`src/rtl/reg_port_pkg.sv`:
```
// Shared constants and helpers for the register-file read-port arbiter.
package reg_port_pkg;

  localparam int NREQ       = 3;
  localparam int SEL_W      = 2;
  localparam int DATA_W_DEF = 16;

  typedef logic [SEL_W-1:0] sel_t;

  localparam sel_t SEL_R0 = 2'd0;
  localparam sel_t SEL_R1 = 2'd1;
  localparam sel_t SEL_R2 = 2'd2;

  // Pointer value that gives the requester after idx the highest priority.
  function automatic sel_t ptr_after(input sel_t idx);
    sel_t nxt;
    case (idx)
      SEL_R0:  nxt = SEL_R1;
      SEL_R1:  nxt = SEL_R2;
      default: nxt = SEL_R0;
    endcase
    return nxt;
  endfunction

endpackage

```
`src/rtl/rr_pick3.sv`:
```
// Combinational 3-way round-robin picker: first eligible requester scanning
// from ptr upward, modulo 3.
module rr_pick3
  import reg_port_pkg::*;
(
  input  logic [NREQ-1:0]  eligible,
  input  logic [SEL_W-1:0] ptr,
  output logic [NREQ-1:0]  winner,
  output logic [SEL_W-1:0] idx,
  output logic             any_win
);

  sel_t order [NREQ];

  always_comb begin
    case (ptr)
      SEL_R1:  order = '{SEL_R1, SEL_R2, SEL_R0};
      SEL_R2:  order = '{SEL_R2, SEL_R0, SEL_R1};
      default: order = '{SEL_R0, SEL_R1, SEL_R2};
    endcase

    idx     = SEL_R0;
    any_win = 1'b0;
    winner  = '0;
    // Scan lowest priority first so the highest-priority hit is written last.
    for (int k = NREQ - 1; k >= 0; k--) begin
      if (eligible[order[k]]) begin
        idx     = order[k];
        any_win = 1'b1;
      end
    end
    if (any_win) winner[idx] = 1'b1;
  end

endmodule

```
`src/rtl/reg_port_arbiter.sv`:
```
// Round-robin arbiter for a shared register-file read port: grant stage
// drives the address-mux select and read enable, response stage returns data.
module reg_port_arbiter
  import reg_port_pkg::*;
#(
  parameter int DATA_W = DATA_W_DEF
)
(
  input  logic              clk,
  input  logic              rst_n,
  input  logic [NREQ-1:0]   req,
  output logic [NREQ-1:0]   gnt,
  output logic [SEL_W-1:0]  sel,
  output logic              rf_en,
  input  logic [DATA_W-1:0] rf_data,
  output logic [NREQ-1:0]   valid,
  output logic [DATA_W-1:0] rdata,
  output logic              busy
);

  logic [SEL_W-1:0] ptr;
  logic [NREQ-1:0]  eligible;
  logic [NREQ-1:0]  pick_onehot;
  logic [SEL_W-1:0] pick_idx;
  logic             pick_any;

  // A requester still holding REQ in its grant cycle is not re-granted.
  assign eligible = req & ~gnt;

  rr_pick3 u_pick (
    .eligible (eligible),
    .ptr      (ptr),
    .winner   (pick_onehot),
    .idx      (pick_idx),
    .any_win  (pick_any)
  );

  always_ff @(posedge clk or negedge rst_n) begin
    if (!rst_n) begin
      gnt   <= '0;
      sel   <= SEL_R0;
      rf_en <= 1'b0;
      ptr   <= SEL_R0;
    end else if (pick_any) begin
      gnt   <= pick_onehot;
      sel   <= pick_idx;
      rf_en <= 1'b1;
      ptr   <= ptr_after(pick_idx);
    end else begin
      gnt   <= '0;
      rf_en <= 1'b0;
    end
  end

  // Read data is valid during the grant cycle and captured at its end.
  always_ff @(posedge clk or negedge rst_n) begin
    if (!rst_n) begin
      valid <= '0;
      rdata <= '0;
    end else begin
      valid <= gnt;
      if (rf_en) rdata <= rf_data;
    end
  end

  assign busy = (|gnt) | (|valid);

  a_sel_range: assert property (@(posedge clk) disable iff (!rst_n) sel != 2'd3);
  a_ptr_range: assert property (@(posedge clk) disable iff (!rst_n) ptr != 2'd3);
  a_gnt_onehot: assert property (@(posedge clk) disable iff (!rst_n) $onehot0(gnt));
  a_rf_en_gnt: assert property (@(posedge clk) disable iff (!rst_n) rf_en == (|gnt));

endmodule

```
`config.mk`:
```
export PLATFORM = sky130hd
export DESIGN_NAME = reg_port_arbiter
export DESIGN_NICKNAME = d
export VERILOG_FILES = /design/src/rtl/reg_port_pkg.sv /design/src/rtl/rr_pick3.sv /design/src/rtl/reg_port_arbiter.sv
export SDC_FILE = /design/constraint.sdc
export NUM_CORES = 1
export LEC_CHECK = 0
export CAP_MARGIN = 30
export CORE_MARGIN = 5
export CORE_UTILIZATION = 25
export CTS_BUF_LIST = sky130_fd_sc_hd__clkbuf_2
export DETAILED_ROUTE_END_ITERATION = 10
export DONT_BUFFER_PORTS = 1
export HOLD_SLACK_MARGIN = 0.15
export PLACE_DENSITY = 0.39
export SETUP_SLACK_MARGIN = 0.4
export SKIP_CTS_REPAIR_TIMING = 1
export SLEW_MARGIN = 20
export SYNTH_ARGS = -nofsm -noshare
export SYNTH_HDL_FRONTEND = slang
export SYNTH_SLANG_ARGS = --single-unit
```
`constraint.sdc`:
```
create_clock -name clk -period 2.1 [get_ports clk]
set_input_delay 0.63 -clock clk [delete_from_list [all_inputs] [get_ports clk]]
set_output_delay 0.63 -clock clk [all_outputs]
set_load 0.05 [all_outputs]
```
* Word-level counts from Yosys, hierarchy flattened
Index checks and enable logic that the tools add are counted.
Operators by class: order comparisons 5, equal/unequal tests 3, mux-type cells 18, bitwise gates (word level) 3, reductions and logical operators 4
Operators with widths (count):
- $lt A2 B3 Y1 const B | 4
- $pmux W6 S2 | 1
- $mux W1 | 8
- $bmux W1 S2 | 3
- $mux W2 | 3
- $reduce_or A3 Y1 | 2
- $eq A2 B1 Y1 const B | 2
- $pmux W2 S2 | 1
- $and A3 B3 Y3 | 1
- $mux W3 | 1
- $not A3 Y3 | 1
- $demux W1 S2 | 1
- $eq A2 B2 Y1 const B | 1
- $ge A2 B1 Y1 const B | 1
- $logic_not A2 Y1 | 1
- $logic_and A1 B1 Y1 | 1
- $or A1 B1 Y1 | 1
Storage, ports and cells: flip-flop bits (word level) 27, input bits 21, output and inout port bits 26, logic and storage cells 39

* Depth between registers and ports, before layout
Gate-level depths: netlist (run 1).
depth in word-level cells 12, gate-level depth with buffers 7, mapped depth without buffers 6

* Hierarchy
A second synthesis (run 1) with hierarchy kept.
Unflattened totals: cell total of the unflattened synthesis 87, area, all modules 1217.4 sq um
By module, submodules not included:
- reg_port_arbiter | times used 1, cells each 62, area an instance 1034.7 sq um, sequential area each 675.6 sq um
- rr_pick3 | times used 1, cells each 25, area an instance 182.7 sq um, sequential area each 0.0 sq um

* Worst setup path before layout (run 1)
No wires, ideal clock.
path type register to output, from register gnt[2], to output port busy, arrival 1.219 ns, data required time 1.470 ns, path slack 0.251 ns, stages on the path, launching flop included 3, path buffers 0, cells stage by stage dfrtp_1 -> nor4_1 -> nand2_1
Between the ends: word-level cells in the longest chain between the ends 2
Ends and longest elaborated chain:
- from (decl) | line reg_port_arbiter.sv:12 | output logic [NREQ-1:0] gnt,
- from (signal assigned) | line reg_port_arbiter.sv:45 | gnt <= pick_onehot;
- $reduce_or A3 Y1 | line reg_port_arbiter.sv:66 | assign busy = (|gnt) | (|valid);
- $or A1 B1 Y1 | line reg_port_arbiter.sv:66
- to (decl) | line reg_port_arbiter.sv:18 | output logic busy
No other way between the ends.

* Worst setup path in the final report (run 1)
from register valid[1], to output port busy
Between the ends: word-level cells in the longest chain between the ends 2
Ends and longest elaborated chain:
- from (decl) | line reg_port_arbiter.sv:16 | output logic [NREQ-1:0] valid,
- from (signal assigned) | line reg_port_arbiter.sv:61 | valid <= gnt;
- $reduce_or A3 Y1 | line reg_port_arbiter.sv:66
- $or A1 B1 Y1 | line reg_port_arbiter.sv:66
No other way between the ends.

==> run metrics, run 1 <==
DR pass1 iterations 4; Root Driver clkbuf_2; CTS buffer count 3; dominant cell type by area after synthesis dfrtp_1; ys async rst share 1.00; top_reg_cell synth dfrtp_1; I/O pin total 47; port buffer count 0; Finished Core Util 0.319; CP arrival 1410 ps; post-route minimum period 2040 ps; Mapped Area 1220 um2; Initial Util 0.257; largest cells by area after synthesis dfrtp_1, mux2_2, o2111ai_1; Die X 79.7 um; Worst EP required 1470 ps; CP Launch Type flip-flop; EDFF count, synth 0; top cell type's share of synthesized area 0.556; CP Capture Type output pin; core region area 4720 um2; GP Congestion 0.661; worst slew pin tran 467 ps; average wire per cell in the routed design 15.1 um; routed vias 796; DR WL met2 1.33 mm; crit path kind reg2out; largest net degree at the start of global routing 28; Max-cap violations 0; gr usage total 0.0787; dpl hpwl 1.78 mm; worst reg2reg setup slack 470 ps; Hold WC Path Type in2reg; top-count cell post-synth dfrtp_1; DP Area 1310 um2; Final Max Tran Viols 0; die area 6360 um2; post-synthesis cell count 97; drt total wl 2.56 mm; final period utilization 0.974; Worst-path clk slew 240 ps; Routed met3 length 163 um; RSZ-0062 raised after global routing true; Worst Path Max Fanout 2; part of the Yosys area used for sequential elements 0.556; Initial DRC Count 10; final hold vios 0; Yosys warnings 0; Clock Path Buffers 2; final setup fails 0; post-route ant nets 0; Top Metal Used met4; DRC viols 0; layout cell share with drive strength beyond 1 0.573; Diodes inserted 0; CTS tree yes; syn avg cell area 12.5 um2; die height 79.7 um; Routed met1 length 1.06 mm; CTS Sinks 27; first-pass GRT wire length 3.88 mm; design area 1510 um2; clock skew 1.61 ps; Final nets 127; # rows 25; Max H-tree Level 1; Post-synth top cells dfrtp_1, mux2_2, o2111ai_1; Syn Nets 120; Worst-Skew Late Latency 340 ps; Slew headroom 0.689; highest clock rate 489 MHz; Netlist cell types 27; status completed; Via density 4.68; fill cell count 471; initial antenna violation count 0; global route total overflow 0; vias in the first global route 805; synthesis-to-finish area growth 24.0%; #FFs+latches synth 27
[worst max-delay path, stage by stage, from the launching register on]
cell,delay [ps]
dfrtp_2,580
nor4_4,330
nand2_4,160
[flip-flops by register name (all words and copies together), names as in the netlist]
name and flops:
sel 2, ptr 2, rdata 16, valid 3, gnt 3, rf_en 1
[final cells by class]
type                       instances  area, um2  share of cell area
sequential                        27        703               0.466
multi-input combinational         58        572               0.379
timing repair buffer              10        114              0.0755
tap                               67       83.8              0.0556
clock buffer                       4       20.0              0.0133
inverter                           4       15.0             0.00996
[metrics by stage]
step           hold slack [ps]  cells  setup slack, ps  TNS (ps)
2_1_floorplan              334     97              417         0
3_3_place_gp               335    161              309         0
3_5_place_dp               335    161              252         0
4_1_cts                   -122    165            -90.7     -90.7
5_1_grt                    338    170            -71.7     -71.7
6_report                   417    170             55.2         0
[layout by cell type (no fill, tap or decap), types with 3 or more instances in the layout]
| cell | synthesis | layout |
|---|---|---|
| dfrtp_1 | 27 | 7 |
| buf_4 | 0 | 4 |
| nor2_1 | 4 | 4 |
| nand2_1 | 6 | 5 |
| o2111ai_1 | 8 | 8 |
| buf_6 | 1 | 3 |
| clkbuf_2 | 0 | 4 |
| dfrtp_2 | 0 | 19 |
| inv_1 | 4 | 4 |
| mux2_2 | 16 | 16 |
| nand3_1 | 3 | 3 |
[path summary, 6_finish.rpt]
kind,from,to,cells after the start
worst max register to register,ptr[0],ptr[1],5
worst min-delay path,rf_data[14],rdata[14],1
min in group asynchronous,rst_n,rdata[7],2
max in group asynchronous,rst_n,gnt[2],2
worst max-delay path,valid[1],busy,2
worst min register to register,gnt[0],valid[0],1
[routing by layer]
layer,global-route usage,up-vias
met5,0,-
met4,0.0304,0
met3,0.0226,2
met2,0.134,29
met1,0.0936,395
li1,-,370
[logic make-up (layout without fill, tap and decap cells)]
kind of cell,Yosys count,in the layout,share of synthesized area
buffers and inverters,12,18,0.0483
AND/OR/NAND/NOR,20,20,0.0864
AO/OA/AOI/OAI,19,19,0.132
adder cells (fa/ha/maj),3,3,0.0298
multiplexers,16,16,0.148
flip-flops,27,27,0.556
Power of run 1 is left out: the tool's default activity adds up to more than one toggle a clock period on the data nets, which glitch-free logic cannot reach.
==> inputs of run 2 (changes only) <==
--- a/config.mk
+++ b/config.mk
@@ -9,6 +9,7 @@
 export CORE_MARGIN = 5
 export CORE_UTILIZATION = 25
 export CTS_BUF_LIST = sky130_fd_sc_hd__clkbuf_2
+export CTS_CLUSTER_SIZE = 16
 export DETAILED_ROUTE_END_ITERATION = 10
 export DONT_BUFFER_PORTS = 1
 export HOLD_SLACK_MARGIN = 0.15
==> results of run 2 <==
The final DEF is identical to that of run 1; final timing and power are the same.
Power of run 2 is left out for the same reason.
